<file path="src/rtl/octal_bus_fifo_pkg.sv">
// Shared constants and width helpers for the octal bus FIFO.
// Imported by octal_bus_fifo and octal_bus_fifo_mem.
package octal_bus_fifo_pkg;

    localparam int DEF_WIDTH = 8;
    localparam int DEF_DEPTH = 4;

    // Pointer width never drops below one bit so DEPTH=2 still has a usable index.
    function automatic int ptr_w(input int depth);
        return (depth > 2) ? $clog2(depth) : 1;
    endfunction

    function automatic int cnt_w(input int depth);
        return $clog2(depth) + 1;
    endfunction

    typedef logic [cnt_w(DEF_DEPTH)-1:0] count_t;

endpackage

</file>
<file path="src/rtl/octal_bus_fifo_mem.sv">
// Storage array for the octal bus FIFO: one synchronous write port,
// one asynchronous read port, whole array cleared by CLR_N.
module octal_bus_fifo_mem
    import octal_bus_fifo_pkg::*;
#(
    parameter int WIDTH = DEF_WIDTH,
    parameter int DEPTH = DEF_DEPTH,
    parameter int AW    = ptr_w(DEF_DEPTH)
) (
    input  logic             CLK,
    input  logic             CLR_N,
    input  logic             we,
    input  logic [AW-1:0]    waddr,
    input  logic [WIDTH-1:0] wdata,
    input  logic [AW-1:0]    raddr,
    output logic [WIDTH-1:0] rdata
);

    logic [WIDTH-1:0] mem [DEPTH];

    always_ff @(posedge CLK or negedge CLR_N) begin
        if (!CLR_N) begin
            for (int i = 0; i < DEPTH; i++) begin
                mem[i] <= '0;
            end
        end else if (we) begin
            mem[waddr] <= wdata;
        end
    end

    assign rdata = mem[raddr];

endmodule

</file>
<file path="src/rtl/octal_bus_fifo.sv">
// First-word-fall-through byte FIFO feeding the octal register stage.
// OCTAL_BUS_FIFO_TRISTATE_EN: when defined, O floats while OENB_N=1.
module octal_bus_fifo
    import octal_bus_fifo_pkg::*;
#(
    parameter int WIDTH = DEF_WIDTH,
    parameter int DEPTH = DEF_DEPTH
) (
    input  logic                      CLK,
    input  logic                      CLR_N,
    input  logic [WIDTH-1:0]          I,
    input  logic                      WR,
    input  logic                      RD,
    input  logic                      OENB_N,
    output logic [WIDTH-1:0]          O,
    output logic                      IR,
    output logic                      OR,
    output logic [cnt_w(DEPTH)-1:0]   COUNT,
    output logic                      OVF
);

    localparam int AW = ptr_w(DEPTH);
    localparam int CW = cnt_w(DEPTH);

    logic [AW-1:0]    wptr;
    logic [AW-1:0]    rptr;
    logic [CW-1:0]    count;
    logic             ovf;
    logic             ir;
    logic             orr;
    logic             wr_ok;
    logic             rd_ok;
    logic [WIDTH-1:0] head;

    // Flags come only from the registered count, so WR/RD never reach them combinationally.
    assign ir    = (count != CW'(DEPTH));
    assign orr   = (count != '0);
    assign wr_ok = WR & ir;
    assign rd_ok = RD & orr;

    always_ff @(posedge CLK or negedge CLR_N) begin
        if (!CLR_N) begin
            wptr  <= '0;
            rptr  <= '0;
            count <= '0;
            ovf   <= 1'b0;
        end else begin
            if (wr_ok) begin
                wptr <= wptr + AW'(1);
            end
            if (rd_ok) begin
                rptr <= rptr + AW'(1);
            end
            case ({wr_ok, rd_ok})
                2'b10:   count <= count + CW'(1);
                2'b01:   count <= count - CW'(1);
                default: count <= count;
            endcase
            if (WR && !ir) begin
                ovf <= 1'b1;
            end
        end
    end

    octal_bus_fifo_mem #(
        .WIDTH (WIDTH),
        .DEPTH (DEPTH),
        .AW    (AW)
    ) u_mem (
        .CLK   (CLK),
        .CLR_N (CLR_N),
        .we    (wr_ok),
        .waddr (wptr),
        .wdata (I),
        .raddr (rptr),
        .rdata (head)
    );

`ifdef OCTAL_BUS_FIFO_TRISTATE_EN
    assign O = OENB_N ? {WIDTH{1'bz}} : head;
`else
    logic unused_oenb;
    assign unused_oenb = OENB_N;
    assign O = head;
`endif

    assign IR    = ir;
    assign OR    = orr;
    assign COUNT = count;
    assign OVF   = ovf;

endmodule

</file>
<file path="config.mk">
export PLATFORM = sky130hd
export DESIGN_NAME = octal_bus_fifo
export DESIGN_NICKNAME = d
export VERILOG_FILES = /design/src/rtl/octal_bus_fifo_pkg.sv /design/src/rtl/octal_bus_fifo_mem.sv /design/src/rtl/octal_bus_fifo.sv
export SDC_FILE = /design/constraint.sdc
export NUM_CORES = 1
export LEC_CHECK = 0
export BUFFER_PORTS_ARGS = -buffer_cell sky130_fd_sc_hd__buf_2
export CAP_MARGIN = 20
export CELL_PAD_IN_SITES_DETAIL_PLACEMENT = 0
export CELL_PAD_IN_SITES_GLOBAL_PLACEMENT = 1
export CORE_MARGIN = 1.5
export CORE_UTILIZATION = 35
export CTS_CLUSTER_DIAMETER = 50
export DETAILED_ROUTE_END_ITERATION = 12
export GPL_TIMING_DRIVEN = 0
export HOLD_SLACK_MARGIN = 0.05
export PLACE_DENSITY_LB_ADDON = 0.1
export SYNTH_ARGS = -nofsm -noshare
export SYNTH_HDL_FRONTEND = slang
export SYNTH_SLANG_ARGS = --single-unit
</file>
<file path="constraint.sdc">
create_clock -name CLK -period 2.1 [get_ports CLK]
set_input_delay 0 -clock CLK [delete_from_list [all_inputs] [get_ports CLK]]
set_output_delay 0 -clock CLK [all_outputs]
set_load 0.02 [all_outputs]
</file>
# Yosys cells after proc, flatten, opt, wreduce, memory -nomap -nowiden
# Cells that the tools add are included.
# W data, S select, Z words.
# word_totals
register_bits	40
in_bits	13
output_inout_bits	14
wordCells	34
# op_classes
addsub	4
order_cmp	3
n_eq_ne	3
n_mux	7
n_bitwise	4
n_reduce_logical	5
# ops
operator	count
$bwmux W32	1
$mux W8	3
$bmux W8 S2	1
$demux W8 S2	1
$ge A3 B3 Y1 const B	2
$not A2 Y3	2
$pmux W3 S2	1
$add A2 B1 Y2 const B	2
$add A3 B1 Y3 const B	1
$lt A3 B1 Y1 const B	1
$ne A3 B3 Y1 const B	1
$reduce_bool A3 Y1	1
$sub A3 B1 Y3 const B	1
$and A1 B1 Y1	2
$eq A2 B1 Y1 const B	1
$eq A2 B2 Y1 const B	1
$logic_and A1 B1 Y1	2
$reduce_bool A2 Y1	1
$logic_not A1 Y1	1

# Logic depth before layout (Yosys ltp)
# depth
word_depth	6
depth_mapped	8
ltp_nobuf	8

# Modules after synthesis
# A second synthesis with hierarchy kept.
# unflattened
hier_cells	108
hier_area_um2	1785.5
# by_module_without_submodules
mod	instances	cells_per_inst	area_each_um2	seq_area_each_um2
octal_bus_fifo_mem	1	78	1401.3	800.8
octal_bus_fifo	1	30	384.1	200.2

# Worst setup path before layout
# OpenSTA, ideal clock, no wires.
# synth_timing
path_kind	reg2reg
start	register count[2] (netlist: COUNT[2])
end	register count[2] (netlist: COUNT[2])
setup_ns	0.080
arrival_ns	2.108
required_ns	2.020
slack_ns	-0.087
stages_incl_launch_ff	9
path_buffers	0
period_less_slack_ns	2.187
path_cell_list	dfrtp_1 nor3b_2 or2b_2 ha_1 inv_1 fa_1 xor2_1 nor2_1 xor2_1
# synth_via
elab_chain_cells	4
word_cells_on_any_way	10
cone_classes	add/sub (2); eq/ne (3); mux (1); bitwise (2); reduce/logical (2)
# synth_rtl
element	line_no	rtl
from (decl)	octal_bus_fifo.sv:27	logic [CW-1:0] count;
from (signal assigned)	octal_bus_fifo.sv:55	2'b10: count <= count + CW'(1);
from (signal assigned)	octal_bus_fifo.sv:56	2'b01: count <= count - CW'(1);
from (signal assigned)	octal_bus_fifo.sv:57	default: count <= count;
$ne A3 B3 Y1 / $reduce_bool A3 Y1 (equally long branches)	octal_bus_fifo.sv:36, octal_bus_fifo.sv:37	
$and A1 B1 Y1 (on tied branches)	octal_bus_fifo.sv:38, octal_bus_fifo.sv:39	
$eq A2 B1 Y1 / $eq A2 B2 Y1 (equally long branches)	octal_bus_fifo.sv:54	case ({wr_ok, rd_ok})
$pmux W3 S2 / $reduce_bool A2 Y1 (equally long branches)	-	
# Parallel ways exist; a longest one is shown, timed or not.
# A chain may end at the register's enable or synchronous reset.

# Final worst setup path
# layout_timing
start	register count[0] (netlist: COUNT[0])
end	register count[2] (netlist: COUNT[2])
# The elaborated chain is that of the path after synthesis.

==> results.cfg <==
[yosys]
synth_area_leader_cell = dfrtp_1
distinct_cell_type_count_of_the_synthesized_netlist = 19
post_synth_instance_area_um2 = 1824
synth_nets = 136
synth_area_leaders = dfrtp_1, mux2_2, mux4_2
yosys-top-cells-count = dfrtp_1, mux2_2, mux4_2
yosysWarningCount = 0
area_share_of_the_leading_cell_type_in_the_synthesized_netlist_pct = 54.87
synth_flop_cell = dfrtp_1
synth_area_per_cell_um2 = 15.59
sequential_to_total_area_share_from_yosys_stat_pct = 54.87
synth-edff-count = 0
async_reset_ff_share_pct = 100.0
yosysMostFrequentCell = dfrtp_1
ys_ff_latch = 40
synth_cells = 117

[placed_design]
pre_cts_slack_ns = -0.1490
hpwlAfterDp_mm = 2.360
postPlaceCellArea_um2 = 2044
buffer_ports.inserted = 25
dp.cells = 212
globalplace.congestion = 0.6829

[timing]
setup_slack_ns = 0.08859
worst_slew_margin_rel_pct = 40.30
final_hold_violation_count = 0
fin_worst_hold_slack_ns = 0.06619
final_period_demand_of_the_worst_path_ns = 2.011
report.final.slew_viol_count = 0
max_freq_mhz = 497.2
timing.final.setup_violations = 0
finalCritPeriodShare_pct = 95.78
rsz0062_at_grt = no
tightest_pin_transition_ns = 0.8955
final.setup_skew_ns = 0.003486

[final_layout]
n_fill_cell = 482
diodes = 0
final_area_um2 = 2250
area_growth_pct = 23.32
share_of_post_route_cells_with_drive_strength_above_1_pct = 53.75
layout.cells.non_filler = 230
design.final.nets = 179

[power_and_ir_drop]
p_clk_share_pct = 14.9
power.sequential.fraction_pct = 38.2
total_power_per_unit_cell_area_nw_per_um2 = 1643
internal_power_mw = 2.367
switching_share_pct = 35.98
power.combinational.fraction_pct = 46.8
leakage_nw = 0.9802
worst_ir_drop_vdd_mv = 0.6643
power.switching_mw = 1.330

[routing]
drc = 0
drtIter0Drc = 21
route.met2.wl_mm = 1.858
route.antenna.remaining_nets = 0
detailroute.via_count = 1072
met1Wirelength_mm = 1.592
met3_wirelength_um = 116
post_dr_wirelength_cell_um = 15.77
dr.pass1.iters = 2
wirelength_mm = 3.627
avgViaCountPerCell = 4.661
top_layer_used = met4

[clock_tree]
cts_root_buffer = clkbuf_8
cts-root-to-sink-buffers = 2
numClockSinks = 40
clkTransAtPathRegs_ns = 0.07
cts.htree.levels = 2
clock_latency_ns = 0.29
numCtsBuffers = 5
tritoncts_clock_tree = yes

[die]
floorplan.io_pins = 27
fp.dieH_um = 75.20
std_cell_rows = 26
floorplan.core_area_um2 = 5075
initial_core_util_pct = 35.95
die-width_um = 75.20
die_area_um2 = 5654

[grt]
grt_pass1_wl_mm = 5.651
global_route.overflow_total = 0
via_count_of_the_first_global_routing_pass = 1177
antenna_found_initial = 0
grt_max_degree = 41
grt_util_all_layers_pct = 14.35

[critical_path]
r2r_start = COUNT[0]$_DFFE_PN0P_
critical_path_peak_fanout = 6
required_ns = 2.31
critPathArrivalTime_ns = 2.22
critical_path_class = register to register
setup.worst_path.start_class = register
worst_setup_path_startpoint = COUNT[0]$_DFFE_PN0P_
critPathCaptureType = register

[run_status]
status = completed

[worst_hold_path]
hold_path.startpoint = RD
hold_path.class = primary input to register

[job]
drv.max_cap_violation_count = 0
==> worst max-delay path: stages, from the launching register on <==
cell and delay (ns):
dfrtp_2 0.47, nor3b_4 0.23, or2b_2 0.18, ha_1 0.18
inv_1 0.06, fa_1 0.38, xor2_1 0.16, nor2_1 0.12
xor2_1 0.16
==> path summary, 6_finish.rpt <==
| check | endpoint | slack [ns] | cells past startpoint |
|---|---|---|---|
| min reg2reg | OVF$_DFFE_PN0P_ | 0.47 | 1 |
| max in group asynchronous | COUNT[0]$_DFFE_PN0P_ | 1.12 | 2 |
| max | COUNT[2]$_DFFE_PN0P_ | 0.09 | 8 |
| max reg2reg | COUNT[2]$_DFFE_PN0P_ | 0.09 | 8 |
| min in group asynchronous | u_mem.mem[17]$_DFFE_PN0P_ | 0.37 | 2 |
| min | rptr[0]$_DFFE_PN0P_ | 0.07 | 3 |
==> flip-flops by register name (all words and copies together) (netlist names) <==
register	flops
COUNT	3
OVF	1
rptr	2
u_mem.mem	32
wptr	2
==> routing by layer <==
metal  GRT usage, %  vias up
met1          16.31      548
li1               -      499
met4          6.548        0
met5              0        -
met2          24.78       21
met3          4.418        4
==> power groups by stage <==
stage | logic [mW] | registers, mW | clock network (mW)
floorplan | 1.28 | 1.40 | 0
global placement | 1.70 | 1.39 | 0
detailed placement | 1.74 | 1.43 | 0
CTS | 1.77 | 1.42 | 0.572
global route | 1.88 | 1.46 | 0.607
finish | 1.73 | 1.41 | 0.552
==> cell families after synthesis <==
logic type | after synthesis | synth area share [%]
multiplexers | 42 | 30.80
AND/OR/NAND/NOR | 13 | 4.184
AO/OA/AOI/OAI | 2 | 1.029
buffers and inverters | 8 | 1.714
adder cells (fa/ha/maj) | 6 | 4.527
flip-flops | 40 | 54.87
XOR/XNOR | 6 | 2.881
==> cell usage in the layout, fill, tap and decap left out, types with 2 or more instances in the layout <==
| cell type | count |
|---|---|
| buf_2 | 26 |
| mux2_2 | 33 |
| nand2_1 | 5 |
| dfrtp_2 | 2 |
| ha_1 | 5 |
| inv_1 | 6 |
| mux4_2 | 8 |
| dfrtp_1 | 38 |
| dlygate4sd3_1 | 10 |
| xor2_1 | 3 |
| clkbuf_8 | 7 |
| xnor2_1 | 3 |
| nor2_2 | 4 |
==> repair_timing <==
item                                    CTS  global route
endpoints found under the setup margin    1             1
resized for setup                         0             1
cloned                                    0             0
setup buffers                             1             0
hold buffers                             10             0
pin swaps                                 1             0
endpoints found under the hold margin    73             0
==> metrics by stage <==
stage | setup TNS (ns) | utilization [%] | total power, mW
6_report | 0 | 44.33 | 3.697
5_1_grt | 0 | 44.33 | 3.947
4_1_cts | 0 | 44.30 | 3.758
3_5_place_dp | -0.1490 | 40.29 | 3.174
3_3_place_gp | -0.06922 | 40.29 | 3.088
2_1_floorplan | 0 | - | 2.682
==> final cells by class <==
class                      count  area, um^2  area share [%]
buffer                         2       8.758          0.3893
clock buffer                   7       96.34           4.283
inverter                       6       22.52           1.001
multi-input combinational     69       798.3           35.48
sequential                    40        1003           44.60
tap                           70       87.58           3.893
timing repair buffer          36       232.7           10.34
Note: power is estimated with default switching activity, not from simulation.
